$ cat config.mk
export PLATFORM = sky130hd
export DESIGN_NAME = instr_encoder
export DESIGN_NICKNAME = d
export VERILOG_FILES = /design/src/rtl/instr_encoder.sv
export SDC_FILE = /design/constraint.sdc
export NUM_CORES = 1
export LEC_CHECK = 0
export ABC_AREA = 1
export BUFFER_PORTS_ARGS = -buffer_cell sky130_fd_sc_hd__buf_2
export CAP_MARGIN = 20
export CORE_AREA = 3 3 173 175
export CTS_CLUSTER_DIAMETER = 60
export DETAILED_ROUTE_END_ITERATION = 8
export DIE_AREA = 0 0 176 178
export GPL_TIMING_DRIVEN = 0
export PLACE_DENSITY_LB_ADDON = 0.15
export SLEW_MARGIN = 20
export SYNTH_ARGS = -nofsm -noshare
export SYNTH_HDL_FRONTEND = slang
export SYNTH_SLANG_ARGS = --single-unit
$ cat constraint.sdc
create_clock -name clk -period 5.3 [get_ports clk]
set_clock_uncertainty 0.15 [all_clocks]
set_input_delay 1.06 -clock clk [delete_from_list [all_inputs] [get_ports clk]]
set_output_delay 1.06 -clock clk [all_outputs]
set_load 0.005 [all_outputs]
$ cat src/rtl/instr_encoder.sv
// ---------------------------------------------------------------------------
// instr_encoder
//
// Packs decoded RV32I instruction fields back into a 32-bit instruction word,
// tags each legal word with a running word address and queues the pair in a
// small output FIFO drained over a valid/ready port.
//
// Ports
//   clk, rst            clock and synchronous active-high reset
//   in_valid/in_ready   input handshake for the field bundle
//   opcode, rd, rs1,    decoded fields; imm is the sign-extended immediate in
//   rs2, func3, func7,  decoder convention (byte offsets for B/J, upper bits
//   imm                 in imm[31:12] for U)
//   out_valid/out_ready output handshake for the FIFO head
//   out_instr, out_addr encoded word and its address at the FIFO head
//   illegal             one-cycle pulse after an accepted bundle is rejected
//   count               current FIFO occupancy
// ---------------------------------------------------------------------------
module instr_encoder #(
    parameter int unsigned FIFO_DEPTH = 4,
    parameter logic [31:0] BASE_ADDR  = 32'h0
) (
    input  logic                                 clk,
    input  logic                                 rst,
    input  logic                                 in_valid,
    output logic                                 in_ready,
    input  logic [6:0]                           opcode,
    input  logic [4:0]                           rd,
    input  logic [4:0]                           rs1,
    input  logic [4:0]                           rs2,
    input  logic [2:0]                           func3,
    input  logic [6:0]                           func7,
    input  logic [31:0]                          imm,
    output logic                                 out_valid,
    input  logic                                 out_ready,
    output logic [31:0]                          out_instr,
    output logic [31:0]                          out_addr,
    output logic                                 illegal,
    output logic [$clog2(FIFO_DEPTH+1)-1:0]      count
);

    localparam int PW = $clog2(FIFO_DEPTH);
    localparam int CW = $clog2(FIFO_DEPTH + 1);

    typedef enum logic [2:0] {
        FMT_R   = 3'd0,
        FMT_I   = 3'd1,
        FMT_SH  = 3'd2,
        FMT_S   = 3'd3,
        FMT_B   = 3'd4,
        FMT_U   = 3'd5,
        FMT_J   = 3'd6,
        FMT_BAD = 3'd7
    } fmt_t;

    // Map an opcode (and funct3 for the shift-immediate exception) to a format.
    function automatic fmt_t classify(input logic [6:0] op, input logic [2:0] f3);
        fmt_t f;
        case (op)
            7'b0110011: f = FMT_R;
            7'b0010011: f = ((f3 == 3'b001) || (f3 == 3'b101)) ? FMT_SH : FMT_I;
            7'b0000011,
            7'b1100111,
            7'b1110011: f = FMT_I;
            7'b0100011: f = FMT_S;
            7'b1100011: f = FMT_B;
            7'b0110111,
            7'b0010111: f = FMT_U;
            7'b1101111: f = FMT_J;
            default:    f = FMT_BAD;
        endcase
        return f;
    endfunction

    // Assemble the instruction word for a given format.
    function automatic logic [31:0] pack(
        input fmt_t        f,
        input logic [6:0]  op,
        input logic [4:0]  d,
        input logic [4:0]  s1,
        input logic [4:0]  s2,
        input logic [2:0]  f3,
        input logic [6:0]  f7,
        input logic [31:0] im
    );
        logic [31:0] w;
        case (f)
            FMT_R:   w = {f7, s2, s1, f3, d, op};
            FMT_I:   w = {im[11:0], s1, f3, d, op};
            FMT_SH:  w = {f7, im[4:0], s1, f3, d, op};
            FMT_S:   w = {im[11:5], s2, s1, f3, im[4:0], op};
            FMT_B:   w = {im[12], im[10:5], s2, s1, f3, im[4:1], im[11], op};
            FMT_U:   w = {im[31:12], d, op};
            FMT_J:   w = {im[20], im[10:1], im[11], im[19:12], d, op};
            default: w = 32'h0;
        endcase
        return w;
    endfunction

    logic [63:0]   mem_r [FIFO_DEPTH];
    logic [PW-1:0] wr_ptr_r;
    logic [PW-1:0] rd_ptr_r;
    logic [CW-1:0] count_r;
    logic [31:0]   addr_ctr_r;
    logic          illegal_r;

    fmt_t          fmt_s;
    logic [31:0]   word_s;
    logic          legal_s;
    logic          accept_s;
    logic          push_s;
    logic          pop_s;
    logic [63:0]   head_s;

    // Classify and encode the offered bundle; derive handshake events.
    always_comb begin
        fmt_s    = classify(opcode, func3);
        word_s   = pack(fmt_s, opcode, rd, rs1, rs2, func3, func7, imm);
        if (fmt_s == FMT_BAD) begin
            legal_s = 1'b0;
        end else if (((fmt_s == FMT_B) || (fmt_s == FMT_J)) && imm[0]) begin
            // Branch/jump offsets must be halfword aligned.
            legal_s = 1'b0;
        end else begin
            legal_s = 1'b1;
        end
        accept_s = in_valid && in_ready;
        push_s   = accept_s && legal_s;
        pop_s    = out_valid && out_ready;
    end

    // Output view of the registered FIFO state; empty FIFO reads as zero.
    always_comb begin
        head_s    = mem_r[rd_ptr_r];
        out_valid = (count_r != CW'(0));
        // Reset holds in_ready low so nothing is accepted on the reset edge.
        in_ready  = !rst && (count_r != CW'(FIFO_DEPTH));
        count     = count_r;
        illegal   = illegal_r;
        if (out_valid) begin
            out_instr = head_s[63:32];
            out_addr  = head_s[31:0];
        end else begin
            out_instr = 32'h0;
            out_addr  = 32'h0;
        end
    end

    // Pointers, occupancy, address counter and the illegal pulse.
    always_ff @(posedge clk) begin
        if (rst) begin
            wr_ptr_r   <= PW'(0);
            rd_ptr_r   <= PW'(0);
            count_r    <= CW'(0);
            addr_ctr_r <= BASE_ADDR;
            illegal_r  <= 1'b0;
        end else begin
            illegal_r <= accept_s && !legal_s;
            if (push_s) begin
                wr_ptr_r   <= wr_ptr_r + PW'(1);
                addr_ctr_r <= addr_ctr_r + 32'd4;
            end
            if (pop_s) begin
                rd_ptr_r <= rd_ptr_r + PW'(1);
            end
            case ({push_s, pop_s})
                2'b10:   count_r <= count_r + CW'(1);
                2'b01:   count_r <= count_r - CW'(1);
                default: count_r <= count_r;
            endcase
        end
    end

    // FIFO storage; contents need no reset because the output is gated by count.
    always_ff @(posedge clk) begin
        if (push_s && !rst) begin
            mem_r[wr_ptr_r] <= {word_s, addr_ctr_r};
        end
    end

endmodule

==> results.toml, run 1 <==
[run_status]
outcome = "finished clean"

[synth]
synth_seq_cells = 288
syn-instance-count = 1301
async_flop_share_pct = 0
synth_ff_type = "edfxtp_1"
synth_cell_types = 35
ys_seq_area_share_pct = 64.3
syn_area_per_cell_um2 = 9.86
synth_area_um2 = 12800
yosysWarnings = 0
synth_edf_count = 248

[global_route]
grt_pass1_wl_um = 52900
grtUsageMet2_pct = 36.9
track_usage_pct = 21.9
busiest_layer = "met2"
gr-usage-met3_pct = 2.21
grt_max_degree = 23
antenna_found_initial = 0
gr-total-overflow = 0
grtUsageMet1_pct = 30.8
first_global_vias = 9329

[setup_path]
endpoint_kind = "output port"
r2r_start = "count[1]$_SDFFE_PP0P_"
cp_data_required_time_ns = 4.09
reg2regPathDepth = 9
crit_end = "out_addr[17]"
r2r-end = "mem_r[1][40]$_DFFE_PP_"
cp-start-kind = "flip-flop"
rrSetupSlack_ns = 2.51
cp.arrival_ns = 2.98
path_class = "reg2out"
critical_path.max_fanout = 10

[power_and_ir_drop]
switchingPower_w = 0.00102
power_density_nw_per_um2 = 311
power.share.combinational_pct = 4.3
switching_share_pct = 21.5
seqPwrFrac_pct = 51.3
pwr-share-clk_pct = 44.4
leakage_nw = 5.66
vdd_ir_drop_max_mv = 0.261
p_int_w = 0.00374

[placement]
place_ws_ns = 1.40
hpwl_um = 23800
dpl-instance-area_um2 = 14300
place_congestion = 0.917
numPortBuffers = 135

[clock_tree]
cts_tree = "done"
cts_buffers = 31
cts_buffer_depth = 3
cts_resized = 0
clock_latency_ns = 0.55
htree_levels = 1
cts_sinks = 288
root_buffer = "clkbuf_16"
hold_buffers = 0
cts.clk_slew.worst_paths_ns = 0.06
cts_setup_buffers = 0

[floorplan]
fp-row-count = 62
start_util_pct = 44.8
ioPinCount = 138
core-area_um2 = 28600
die_x_um = 176
fp.dieH_um = 178
dieArea_um2 = 31300

[sta]
rsz0062_at_grt = "false"
final.period_utilization_pct = 79.0
worst_slew_pin_slew_ns = 1.02
fmax_mhz = 239
setup_slack_ns = 1.11
slew_violations = 0
finalHoldViolations = 0
fin_crit_ns = 4.19
setup_viol = 0
relSlewSlack_pct = 31.7

[layout]
antennaDiodeCount = 0
drive_above_1_share_pct = 15.8
num-fill-cells = 2583
final_cell_mix = "nor2_1, edfxtp_1, nand2_1, o21ai_0, buf_2"
final_area_um2 = 15300
seq_area_um2 = 8250
multi_input_area_um2 = 4090
final_common_cell = "nor2_1"
area_growth_pct = 19.7
layout.nets = 1557

[detailed_routing]
vias = 9858
drt_iter0_markers = 881
postRouteAntennaNets = 0
drt_wl_total_um = 34500
remaining_drc_errors = 0
vias_per_cell = 5.21
first_pass_iters = 5
avgRoutedWirePerCell_um = 18.2

[hold_path]
hold_class = "reg2reg"

[run]
drv_cap = 0
[per-stage QoR]
stage          power (W)  utilization [%]  cells  setup TNS (ns)  hold slack [ns]
2_1_floorplan    0.00260                -   1302               0            0.286
4_1_cts          0.00480             53.6   1891               0            0.327
5_1_grt          0.00492             53.6   1891               0            0.355
3_5_place_dp     0.00270             50.0   1833               0            0.313
3_3_place_gp     0.00269             48.9   1821         -663.11            0.307
6_report         0.00477             53.6   1891               0            0.322
[synthesized netlist by cell type (2+ instances only)]
cell      number  area share (%)
a21oi_1      100             3.9
buf_1          7            0.20
buf_2          5            0.20
buf_4          7            0.41
clkbuf_1      44             1.3
dfxtp_1       40             6.2
edfxtp_1     248              58
ha_1           6            0.59
inv_1         57             1.7
inv_2          6            0.18
nand2_1      189             5.5
nand2_2        2           0.098
nand2_4        2            0.18
nand3_1       42             1.6
nand3_2        2            0.16
nand3_4        2            0.27
nand3b_1      10            0.59
nand4_1       21             1.0
nor2_1       323             9.5
nor2_2         4            0.20
nor2_4         2            0.18
nor3_1         3            0.12
o21a_1         5            0.29
o21ai_0      154             6.0
xnor2_1        7            0.48
xor2_1         4            0.27
[critical path, stage by stage (launching register included)]
cell	delay, ns
dfxtp_1	0.30
buf_2	0.28
clkbuf_1	0.58
clkbuf_1	0.48
nor2_1	0.10
nor2_1	0.09
o21ai_0	0.08
a21oi_1	0.32
buf_2	0.18
[flip-flops by register name, indices dropped and copies added, names as in the netlist, named ones only]
register,count
mem_r,248
addr_ctr_r,30
count,3
rd_ptr_r,2
wr_ptr_r,2
illegal,1
[layout make-up]
cell class              count  area share (%)
plain buffers              64            1.83
clock buffers              40            6.03
clock inverters            18           0.693
inverters                  64            1.58
multi-input cells         886            26.6
flip-flops and latches    288            53.7
well taps                 384            3.13
repair buffers            147            6.36
[per-layer routing]
metal	vias up	wire length (µm)	part of all wire, %
li1	4827	-	-
met1	4680	15400	45
met2	316	16600	48
met3	35	1950	5.7
met4	0	623	1.8
met5	-	0	0
[power by group through the flow]
stage          clock network (W)  registers [W]  logic (W)
3_5_place_dp                   0        0.00249   0.000205
2_1_floorplan                  0        0.00249   0.000105
5_1_grt                  0.00225        0.00244   0.000227
3_3_place_gp                   0        0.00249   0.000200
6_report                 0.00212        0.00244   0.000204
4_1_cts                  0.00215        0.00244   0.000206
[cells by family (layout without fill, tap and decap cells)]
logic type / count (synthesis) / after routing / share of synthesized area [%]
adders and majority gates: 7 / 7 / 0.741
DFF: 288 / 288 / 64.3
AOI/OAI and AO/OA: 263 / 263 / 10.5
buffers and inverters: 128 / 333 / 4.08
other: 1 / 2 / 0.0292
and+or+nand+nor: 603 / 603 / 19.6
xor gates and xnor gates: 11 / 11 / 0.751
[worst min-delay path by stage]
stage                               end                      from  cells after the start
5_1_grt                       flip-flop  rd_ptr_r[1]$_SDFFE_PP0P_                      2
6_report                      flip-flop  rd_ptr_r[1]$_SDFFE_PP0P_                      2
3_5_place_dp   rd_ptr_r[0]$_SDFFE_PP0P_  rd_ptr_r[0]$_SDFFE_PP0P_                      1
4_1_cts        rd_ptr_r[0]$_SDFFE_PP0P_  rd_ptr_r[0]$_SDFFE_PP0P_                      1
3_3_place_gp   rd_ptr_r[0]$_SDFFE_PP0P_  rd_ptr_r[0]$_SDFFE_PP0P_                      1
2_1_floorplan                 flip-flop  rd_ptr_r[1]$_SDFFE_PP0P_                      2
(Power assumes the default switching activity.)
==> run 2: changes to the inputs <==
- clock period: 5.3 -> 3.87 ns (I/O delays scaled with it)
==> run 2 against run 1 <==
Net effect: via count increased by 0.45%; count of clock-buffer cells in the layout increased by 10; non-clock buffer count decreased by 1; worst setup slack got worse by 0.91 ns; total power increased by 33%; global-route usage decreased by 0.068 points; core utilization decreased by 0.38 points; worst hold slack improved by 0.0038 ns; sequential cell count unchanged; routed wire length increased by 0.43%; sequential power increased by 37%; cell area decreased by 0.71%; critical path type unchanged; critical endpoint is now out_instr[1]; highest routed layer unchanged.
==> results.toml, run 2 (synthesized netlist as in run 1, its figures left out) <==
[run_status]
outcome = "finished clean"

[sta]
setup_tns_ns = 0
setup_viol = 0
setup_slack_ns = 0.199
fin_crit_ns = 3.67
relSlewSlack_pct = 36.1
rsz0062_at_grt = "false"
finalHoldViolations = 0
worst_slew_pin_slew_ns = 0.951
final.period_utilization_pct = 94.9
slew_violations = 0
fmax_mhz = 272

[hold_path]
hold_class = "reg2reg"

[placement]
place_ws_ns = 0.162
dp_cells = 1833
hpwl_um = 24200
place_congestion = 0.881
numPortBuffers = 135

[layout]
drive_above_1_share_pct = 15.2
final_cell_mix = "nor2_1, edfxtp_1, nand2_1, o21ai_0, buf_2"
top_register = "mem_r"
num-fill-cells = 2540
largest_reg_flops = 248
stdcell_count = 1888
multi_input_area_um2 = 4090
fin_util_pct = 53.2
area_growth_pct = 18.8
final_common_cell = "nor2_1"
layout.nets = 1555
seq_area_um2 = 8250
antennaDiodeCount = 0

[detailed_routing]
vias_per_cell = 5.24
drt_iter0_markers = 857
drt_wl_total_um = 34700
postRouteAntennaNets = 0
avgRoutedWirePerCell_um = 18.4
first_pass_iters = 5
remaining_drc_errors = 0
vias = 9902

[clock_tree]
cts_buffers = 30
root_buffer = "clkbuf_16"
htree_levels = 1
cts.clk_slew.worst_paths_ns = 0.06
cts_buffer_depth = 3
cts_resized = 2
hold_buffers = 0
cts_setup_buffers = 0
cts_tree = "done"
clock_latency_ns = 0.54
cts_sinks = 288

[global_route]
grtUsageMet2_pct = 36.8
first_global_vias = 9479
grt_max_degree = 24
antenna_found_initial = 0
gr-total-overflow = 0
busiest_layer = "met2"
grt_pass1_wl_um = 53000
gr-usage-met3_pct = 2.89
grtUsageMet1_pct = 30.0
track_usage_pct = 21.8

[setup_path]
path_class = "reg2out"
cp_data_required_time_ns = 2.95
critical_path.max_fanout = 16
cp-start-kind = "flip-flop"
endpoint_kind = "output port"
cp.arrival_ns = 2.75

[floorplan]
start_util_pct = 44.8
fp.dieH_um = 178
ioPinCount = 138
core-area_um2 = 28600
fp-row-count = 62
die_x_um = 176
dieArea_um2 = 31300

[run]
drv_cap = 0

[power_and_ir_drop]
vdd_ir_drop_max_mv = 0.299
leakage_nw = 5.61
power_density_nw_per_um2 = 416
-- run 2: cell types whose count changed in the layout (fill, tap and decap cells not counted), moves of 2 or more --
cell	previous run	this run
clkinv_1	4	0
inv_6	3	0
clkbuf_2	0	2
clkbuf_16	36	31
clkbuf_8	1	3
clkbuf_1	47	57
clkinv_2	8	5
-- run 2: cell type report --
class,instances,share of cell area (%)
flip-flops and latches,288,54.1
multi-input cells,886,26.8
repair buffers,147,6.35
clock buffers,50,5.76
well taps,384,3.15
plain buffers,63,1.83
inverters,64,1.59
clock inverters,6,0.361
-- run 2: metrics by stage --
stage                     power (W)  cell area (µm²)  hold WS [ns]
after floorplan             0.00356            12800         0.286
after global placement      0.00369            14000         0.305
after detailed placement    0.00370            14300         0.311
after CTS                   0.00639            15200         0.321
after global routing        0.00654            15200         0.353
final                       0.00634            15200         0.326
-- run 2: worst max-delay path, stage by stage (launching register included) --
cell and delay, ns:
dfxtp_1 0.29, buf_2 0.21, inv_1 0.47, clkbuf_1 0.52
o21ai_0 0.22, a21oi_1 0.31, buf_2 0.18
-- run 2: worst paths after layout --
check / start / endpoint / slack, ns / depth (start not counted)
setup / recovery: flip-flop / out_instr[1] / 0.20 / 6
hold / removal: rd_ptr_r[0]$_SDFFE_PP0P_ / rd_ptr_r[0]$_SDFFE_PP0P_ / 0.33 / 1
setup reg to reg: count[1]$_SDFFE_PP0P_ / mem_r[3][42]$_DFFE_PP_ / 0.87 / 9
hold reg to reg: rd_ptr_r[0]$_SDFFE_PP0P_ / rd_ptr_r[0]$_SDFFE_PP0P_ / 0.33 / 1
-- run 2: layer usage --
metal,vias to the layer above,part of all wire [%],wire [µm]
li1,4825,-,-
met1,4676,44,15200
met2,345,48,16500
met3,56,6.0,2090
met4,0,2.5,874
met5,-,0,0
-- run 2: report_power, final --
group	internal [W]	total, W	switching [W]
registers	0.00335	0.00335	0.00000271
clock network	0.00160	0.00271	0.00111
logic	0.0000852	0.000279	0.000194
==> run 3: changes to the inputs <==
- CORE_AREA: 3 3 173 175 -> 2 2 172 174
- CTS_CLUSTER_SIZE: unset -> 40
- DIE_AREA: 0 0 176 178 -> 0 0 174 176
==> run 3 against run 2 <==
Net effect: count of clock-buffer cells in the layout shrank 29; worst hold slack lost 0.0087 ns; die area shrank 2.2%; core utilization shrank 0.36 points; non-clock buffer count is the same; clock power shrank 10%; total power shrank 4.5%; critical endpoint unchanged; largest cell class unchanged.
==> results.toml, run 3 (synthesized netlist as in run 1, its figures left out) <==
[global_route]
grt_max_degree = 26
track_usage_pct = 22.2
antenna_found_initial = 0
grt_pass1_wl_um = 52300
gr-total-overflow = 0
first_global_vias = 9360

[layout]
drive_above_1_share_pct = 15.2
antennaDiodeCount = 0
layout.nets = 1546
largest_reg_flops = 248
stdcell_count = 1870
top_register = "mem_r"
final_common_cell = "nor2_1"
area_growth_pct = 17.7
fin_util_pct = 52.9
num-fill-cells = 2610
final_area_um2 = 15100
final_cell_mix = "nor2_1, edfxtp_1, nand2_1, o21ai_0, buf_2"

[setup_path]
cp_cell_sequence = "buf_2, inv_1, clkbuf_1, o21ai_0, a21oi_1, buf_2"
rrSetupSlack_ns = 0.90
critical_path_depth = 6
cp.arrival_ns = 2.77
critPathSlowestCell = "clkbuf_1"
path_common_cell = "buf_2"
path_class = "reg2out"
reg2regPathDepth = 9
path_buf_inv = 4
critical_path.max_fanout = 16
cpPeakStageDelay_ns = 0.56
cp-start-kind = "flip-flop"
cp_data_required_time_ns = 2.95
cp_top_family = "buffers and inverters"
endpoint_kind = "output port"

[detailed_routing]
first_pass_iters = 5
postRouteAntennaNets = 0
remaining_drc_errors = 0
drt_iter0_markers = 1006
drt_wl_total_um = 34300
avgRoutedWirePerCell_um = 18.3
vias = 9793
vias_per_cell = 5.24

[placement]
dp_cells = 1833
dpl-instance-area_um2 = 14300
place_congestion = 0.874
hpwl_um = 23600
place_ws_ns = 0.0992
numPortBuffers = 135

[clock_tree]
htree_levels = 1
cts.clk_slew.worst_paths_ns = 0.08
hold_buffers = 0
root_buffer = "clkbuf_16"
cts_tree = "done"
cts_buffer_depth = 3
cts_buffers = 21
clock_latency_ns = 0.53
cts_sinks = 288

[floorplan]
start_util_pct = 44.9
die_x_um = 174
core-area_um2 = 28500
dieArea_um2 = 30600
ioPinCount = 138
fp-row-count = 62
fp.dieH_um = 176

[sta]
fmax_mhz = 270
fin_crit_ns = 3.70
setup_viol = 0
relSlewSlack_pct = 31.9
rsz0062_at_grt = "false"
worst_slew_pin_slew_ns = 1.01
slew_violations = 0
finalHoldViolations = 0
final.period_utilization_pct = 95.6
setup_slack_ns = 0.171

[run_status]
outcome = "finished clean"

[power_and_ir_drop]
power.share.combinational_pct = 4.6
power_density_nw_per_um2 = 401
switchingPower_w = 0.00141
seqPwrFrac_pct = 55.2
pwr-share-clk_pct = 40.2
switching_share_pct = 23.3
p_int_w = 0.00465
vdd_ir_drop_max_mv = 0.409
total_power_w = 0.00605
leakage_nw = 5.53

[hold_path]
whs_path_depth = 2
hold_class = "reg2reg"

[run]
drv_cap = 0
## run 3: changes by cell type in the layout (fill, tap and decap cells not counted), sizes merged
cell	change
inv	+7
clkinv	+3
clkbuf	-29
bufinv	+1
## run 3: what timing repair did
item / in CTS / in global routing
resized for setup: 1 / 2
gates cloned: 0 / 0
setup endpoints to repair: 10 / 1
setup buffers: 0 / 0
pin swaps: 0 / 0
## run 3: final timing paths
check                                         startpoint                     end
worst max-delay path                           flip-flop            out_instr[1]
worst min-delay path            rd_ptr_r[1]$_SDFFE_PP0P_               flip-flop
worst max register to register     count[1]$_SDFFE_PP0P_  mem_r[1][41]$_DFFE_PP_
worst min register to register  rd_ptr_r[1]$_SDFFE_PP0P_               flip-flop
## run 3: worst reg2reg max path, cell delays in order (launching register included)
cell     delay, ns
dfxtp_1       0.37
nor2_1        0.09
a21oi_1       0.28
nand2_1       0.16
inv_1         0.13
nand3_2       0.19
buf_4         0.28
nor2_4        0.56
buf_16        0.25
buf_16        0.20
## run 3: cell type report
class                   instances  area (µm²)  share of cell area [%]
flip-flops and latches        288        8250                    54.6
multi-input cells             886        4090                    27.1
repair buffers                147         976                    6.46
clock buffers                  21         526                    3.48
well taps                     384         480                    3.18
plain buffers                  63         279                    1.85
clock inverters                17         256                    1.70
inverters                      64         243                    1.61
## run 3: stage by stage
step | setup TNS, ns | hold slack (ns)
global route | 0 | 0.340
detailed placement | 0 | 0.311
CTS | 0 | 0.319
global placement | -456.26 | 0.302
finish | 0 | 0.317
floorplan | -5.97 | 0.286
## run 3: power by group through the flow
stage	clock network [W]	logic (W)	registers, W
2_1_floorplan	0	0.000145	0.00341
3_3_place_gp	0	0.000273	0.00342
3_5_place_dp	0	0.000280	0.00341
4_1_cts	0.00247	0.000281	0.00334
5_1_grt	0.00258	0.000311	0.00334
6_report	0.00243	0.000280	0.00334
## run 3: layer usage
layer	part of all wire, %	vias to the layer above	global-route usage, %
met5	0	-	0
met4	2.0	0	5.29
met3	5.8	42	2.76
met2	48	340	38.7
met1	44	4620	29.8
li1	-	4791	-
